**src/rtl/uart_tx_top.sv**
```systemverilog
// uart_tx_top: one-bit-per-clock UART transmitter.
// A frame is start(0), DATA_WIDTH data bits LSB-first, an optional parity bit,
// and stop(1). tx_out and busy are registered from the FSM state, so the line
// lags the state machine by exactly one clock.
module uart_tx_top #(
  parameter int DATA_WIDTH = 8
) (
  input  logic                  clk,
  input  logic                  rst,
  input  logic [DATA_WIDTH-1:0] p_data,
  input  logic                  data_valid,
  input  logic                  par_en,
  input  logic                  par_typ,
  output logic                  tx_out,
  output logic                  busy
);

  localparam int CNT_W = (DATA_WIDTH > 1) ? $clog2(DATA_WIDTH) : 1;
  localparam logic [CNT_W-1:0] LAST_BIT = CNT_W'(DATA_WIDTH - 1);

  typedef enum logic [2:0] {
    ST_IDLE,
    ST_START,
    ST_DATA,
    ST_PARITY,
    ST_STOP
  } state_t;

  state_t                  state_q, state_d;
  logic [CNT_W-1:0]        cnt_q, cnt_d;
  logic [DATA_WIDTH-1:0]   data_q, data_d;
  logic                    par_en_q, par_en_d;
  logic                    par_typ_q, par_typ_d;
  logic                    tx_out_q, tx_out_d;
  logic                    busy_q, busy_d;
  logic                    parity_bit;

  // Parity over the latched byte: even -> XOR of bits, odd -> its inverse.
  assign parity_bit = par_typ_q ? ~(^data_q) : (^data_q);

  // Next-state logic; the frame parameters are latched only on acceptance in IDLE.
  always_comb begin
    // NOTE: every signal assigned here gets a default first, so no path can
    // leave it unassigned and infer a latch.
    state_d   = state_q;
    cnt_d     = cnt_q;
    data_d    = data_q;
    par_en_d  = par_en_q;
    par_typ_d = par_typ_q;
    unique case (state_q)
      ST_IDLE: begin
        if (data_valid) begin
          state_d   = ST_START;
          data_d    = p_data;
          par_en_d  = par_en;
          par_typ_d = par_typ;
        end
      end
      ST_START: begin
        state_d = ST_DATA;
        cnt_d   = '0;
      end
      ST_DATA: begin
        if (cnt_q == LAST_BIT) begin
          state_d = par_en_q ? ST_PARITY : ST_STOP;
        end else begin
          cnt_d = cnt_q + CNT_W'(1);
        end
      end
      ST_PARITY: state_d = ST_STOP;
      ST_STOP:   state_d = ST_IDLE;
      default:   state_d = ST_IDLE;
    endcase
  end

  // Output mux: the line level and busy flag that the current state calls for.
  always_comb begin
    tx_out_d = 1'b1;
    busy_d   = (state_q != ST_IDLE);
    unique case (state_q)
      ST_IDLE:   tx_out_d = 1'b1;
      ST_START:  tx_out_d = 1'b0;
      ST_DATA:   tx_out_d = data_q[cnt_q];
      ST_PARITY: tx_out_d = parity_bit;
      ST_STOP:   tx_out_d = 1'b1;
      default:   tx_out_d = 1'b1;
    endcase
  end

  // State and output registers; reset aborts any frame and idles the line high.
  always_ff @(posedge clk or posedge rst) begin
    // NOTE: non-blocking assignments so every flop samples pre-edge values,
    // independent of statement order.
    if (rst) begin
      state_q   <= ST_IDLE;
      cnt_q     <= '0;
      data_q    <= '0;
      par_en_q  <= 1'b0;
      par_typ_q <= 1'b0;
      tx_out_q  <= 1'b1;
      busy_q    <= 1'b0;
    end else begin
      state_q   <= state_d;
      cnt_q     <= cnt_d;
      data_q    <= data_d;
      par_en_q  <= par_en_d;
      par_typ_q <= par_typ_d;
      tx_out_q  <= tx_out_d;
      busy_q    <= busy_d;
    end
  end

  assign tx_out = tx_out_q;
  assign busy   = busy_q;

endmodule

```
**config.mk**
```make
export PLATFORM = sky130hd
export DESIGN_NAME = uart_tx_top
export DESIGN_NICKNAME = d
export VERILOG_FILES = /design/src/rtl/uart_tx_top.sv
export SDC_FILE = /design/constraint.sdc
export NUM_CORES = 1
export LEC_CHECK = 0
export CAP_MARGIN = 5
export CORE_MARGIN = 2
export CORE_UTILIZATION = 46
export DETAILED_ROUTE_END_ITERATION = 10
export PLACE_DENSITY_LB_ADDON = 0.3
export RECOVER_POWER = 25
export SLEW_MARGIN = 20
export SYNTH_ARGS = -nofsm -noshare
export SYNTH_HDL_FRONTEND = slang
export SYNTH_SLANG_ARGS = --single-unit
```
**constraint.sdc**
```tcl
create_clock -name clk -period 1.5 [get_ports clk]
set_clock_uncertainty 0.05 [all_clocks]
set_input_delay 0.3 -clock clk [delete_from_list [all_inputs] [get_ports clk]]
set_output_delay 0.3 -clock clk [all_outputs]
set_load 0.005 [all_outputs]
```
Word-level counts from Yosys, hierarchy flattened
Index checks and enable logic that the tools add are counted.
W data, S select, Z words.

operators by class
  $add $sub $neg = 1
  $lt $le $gt $ge = 1
  equal/unequal tests = 7
  multiplexer cells = 10
  bitwise operators = 1
  reductions and logical operators = 7

operators with widths
  cell                   number
  $mux W3                4
  $pmux W3 S4            1
  $reduce_xor A8 Y1      1
  $eq A3 B2 Y1 const B   2
  $ne A2 B2 Y1 const B   3
  $pmux W3 S2            1
  $reduce_and A2 Y1      3
  $lt A3 B4 Y1 const B   1
  $add A3 B1 Y3 const B  1
  $bmux W1 S3            1
  $eq A3 B1 Y1 const B   1
  $eq A3 B3 Y1 const B   1
  $logic_not A3 Y1       1
  $pmux W1 S3            1
  $reduce_bool A3 Y1     1
  $mux W1                2
  $reduce_bool A2 Y1     1
  $not A1 Y1             1

word-level totals
  bits in registers = 18
  bits of input ports = 13
  output and inout bits = 2
  word-level logic and storage cells = 34

Depth between registers and ports, before layout
  depth in word-level cells = 4
  depth in mapped cells = 6
  depth with buffers taken out = 6

Worst setup path before layout
OpenSTA, ideal clock, no wires.

  path kind = register -> register
  start point = register cnt_q[0]
  end point = register cnt_q[1]
  setup time = 121 ps
  arrival time = 1,427 ps
  data required time = 1,329 ps
  slack = -98 ps
  cell stages (with the launch flop) = 7
  path buffers = 0
  period minus slack after synthesis = 1,598 ps
  cells stage by stage = dfrtp_1 ha_1 ha_1 inv_1 a21oi_1 or2_2 a22o_1

between the ends
  word-level cells in the longest chain between the ends = 3
  elaborated cells between the ends (all ways) = 6
  classes of those cells = add/sub: 1; eq/ne: 2; mux: 2; reduce/logical: 1

ends and longest elaborated chain
  element                                                  RTL line  source
  start: declaration                                       30        logic [CNT_W-1:0] cnt_q, cnt_d;
  start signal: assignment                                 104       cnt_q <= cnt_d;
  $add A3 B1 Y3 / $eq A3 B3 Y1 (equally long branches)     67, 64
  $mux W3 / $ne A2 B2 Y1 (equally long branches)           n/a
  $pmux W3 S2 / $reduce_and A2 Y1 (equally long branches)  n/a

Several ways; a longest one is shown, not always the timed one. The select of a mux whose other input is x is not followed.
A chain may end at the register's enable or synchronous reset.

Final worst setup path
  start point = register state_q[0]
  end point = register data_q[2]

between the ends
  word-level cells in the longest chain between the ends = 2

ends and longest elaborated chain
  element                             RTL line  source
  start: declaration                  29        state_t state_q, state_d;
  start signal: assignment            103       state_q <= state_d;
  $logic_not A3 Y1                    50        unique case (state_q)
  $reduce_and A2 Y1 (no source line)  n/a
  end signal: assignment              105       data_q <= data_d;
  end: declaration                    31        logic [DATA_WIDTH-1:0] data_q, data_d;

No other way between the ends.

==> metrics.cfg <==
[layout]
syn2layout_area_growth_pct = 36.0
diodes = 0
nNetsFinal = 113
drive_above_1_share_pct = 40.2

[yosys]
avgSynthCellArea_sq_um = 13.0
synth_commonest_cells = 17 x dfrtp_1, 11 x mux2_2, 5 x a22o_1
ys_types = 28
synthCells = 70
ys_async_sr_fraction_pct = 100
synth_edf_count = 0
synthFlopType = dfrtp_1
ys_seq_area_share_pct = 49.6
synth_top_area_share_pct = 46.7
synthMostInstantiatedCell = dfrtp_1
netlist_area_sq_um = 911
synth_fp_nets = 85
synth_seq_cells = 18
synth.largest_area_cell = dfrtp_1
yosysWarnings = 0
synthTopCellsByArea = dfrtp_1 47%, mux2_2 14%, a22o_1 4.8%, xnor2_1 3.8%, dfstp_2 2.9%

[clock_tree]
cts_buffers = 3
clock_latency_ps = 290
cts_root_buf = clkbuf_4
ctsHoldBuffers = 0
path_clk_slew_ps = 100
htreeDepth = 1
tritoncts = done
cts_sinks = 18
cts.path.max_buffers = 2

[timing]
post-route-min-period_ps = 1540
fin_ws_ps = -36.6
worst_hold_slack_ps = 481
rsz0062_at_grt = true
setup_viol = 9
max_slew_margin_pct = 37.5
drv_slew = 0
timing.final.hold_violations = 0
clock.fmax_mhz = 651
worstMarginPinSlew_ps = 938
fin_crit_sh_pct = 102

[floorplan]
rows = 16
io_pins = 15
dieArea_sq_mm = 0.00235
initial_core_util_pct = 47.4
fp.coreArea_sq_mm = 0.00192
die_h_microns = 48.5
die_w_microns = 48.5

[global_route]
grt_max_degree = 19
grt_overflow = 0
grt_pass1_wl_microns = 3190
antenna_found_initial = 0
grt_pass1_vias = 688
track_usage_pct = 17.9

[route]
first_pass_iters = 2
ant_nets = 0
vias = 642
drtIter0Drc = 1
wl_per_cell_microns = 14.3
drt-total-wl_microns = 1770
drc = 0
viasPerCell = 5.18

[job]
max-cap-violations = 0

[placed_design]
dpl_worst_slack_ps = -144
dp_hpwl_microns = 1260
place_congestion = 0.724
io_buffers = 14

[critical_path]
slowest_delay_ps = 410
critPathSlowestCell = or3_4
startpoint_type = register
cp_max_fo = 10
path_cells = or3_4, nor2_4, buf_12, mux2_2
r2r_cells = 4
end_kind = register
crit_type = register to register
required_ps = 1630
critPathArrivalTime_ps = 1670

[run_status]
violations = setup timing
status = finished with violations

[pwr]
total_leakage_power_nw = 0.529
peakVddDrop_v = 0.00133
power_density_mw_per_mm2 = 2150

[worst_hold_path]
holdPathStages = 1
holdCritPathClass = register to register

-- worst paths after layout --
path | from | end | slack [ps]
max in group asynchronous | rst | cnt_q[2]$_DFFE_PP0P_ | 240
setup / recovery | state_q[0]$_DFFE_PP0P_ | data_q[2]$_DFFE_PP0P_ | -40
hold / removal | state_q[2]$_DFFE_PP0P_ | busy$_DFF_PP0_ | 480
setup reg to reg | state_q[0]$_DFFE_PP0P_ | data_q[2]$_DFFE_PP0P_ | -40
hold reg to reg | state_q[2]$_DFFE_PP0P_ | busy$_DFF_PP0_ | 480
min in group asynchronous | rst | data_q[5]$_DFFE_PP0P_ | 520
-- registers in the layout, summed over array words and instances, names as in the netlist --
register,count
cnt_q,3
par_en_q,1
data_q,8
state_q,3
tx_out,1
par_typ_q,1
busy,1
-- final cells by class --
type | count | area (sq um)
clock buffer | 4 | 26.3
fill | 173 | 683
inverter | 4 | 15.0
multi-input combinational | 45 | 470
sequential | 18 | 453
tap | 27 | 33.8
timing repair buffer | 26 | 240
-- stage by stage --
step | area [sq um] | instances | util, % | total power, mW | setup TNS (ps)
floorplan | 937 | 70 | - | 1.89 | 0
global placement | 1160 | 117 | 60.3 | 2.19 | -1030
detailed placement | 1160 | 117 | 60.3 | 2.26 | -1280
CTS | 1200 | 122 | 62.6 | 2.55 | -685
global route | 1240 | 124 | 64.5 | 2.87 | -810
finish | 1240 | 124 | 64.5 | 2.66 | -277
-- cell usage in the layout, fill, tap and decap left out --
cell,instances
ha_2,1
buf_12,1
inv_2,1
o21ai_0,3
a22o_1,5
a21o_1,1
clkdlybuf4s50_1,12
mux2_2,11
or2_4,1
ha_4,1
dfrtp_2,1
xor2_1,1
or3_4,1
buf_4,10
dlygate4sd2_1,1
nor3b_1,2
dlymetal6s2s_1,1
a21oi_2,1
inv_1,3
dfrtp_1,16
xnor3_1,1
mux2i_1,1
a41oi_2,1
clkbuf_1,2
o311ai_2,1
nor2_1,1
clkbuf_4,3
dfstp_2,1
a21oi_1,1
nand3_1,1
mux4_2,2
nor3_2,1
xnor2_1,4
nand2_1,2
nor2_4,1
-- report_power, final --
part | internal (mW) | switching (mW)
logic | 0.910 | 0.605
clock network | 0.103 | 0.143
registers | 0.726 | 0.177
-- metal layers --
layer / vias to the layer above / part of all wire [%] / GRT usage [%]
met3: 4 / 2.3 / 1.85
met5: - / 0 / 0
met2: 9 / 55 / 32.6
met1: 320 / 41 / 21.0
li1: 309 / - / -
met4: 0 / 1.6 / 8.57
-- repair_timing --
action                     CTS  global route
gates resized for setup      1             8
pin swaps                    1            11
setup endpoints to repair   13            14
setup buffers                1             2
-- worst max-delay path: cells and delay by family, from the launching register on --
kind | cells | cell delay [ps]
buffers and inverters | 1 | 130
multiplexers | 1 | 330
AND/OR/NAND/NOR | 2 | 520
flip-flops | 1 | 390
-- cells by family after synthesis --
family	Yosys count	share of synthesized area [%]
adder cells (fa/ha/maj)	2	2.75
buffers and inverters	7	3.43
XOR/XNOR	6	7.28
flip-flops	18	49.6
multiplexers	14	20.1
AO/OA/AOI/OAI	13	10.3
AND/OR/NAND/NOR	10	6.59
Power figures use the tool's default switching activity.
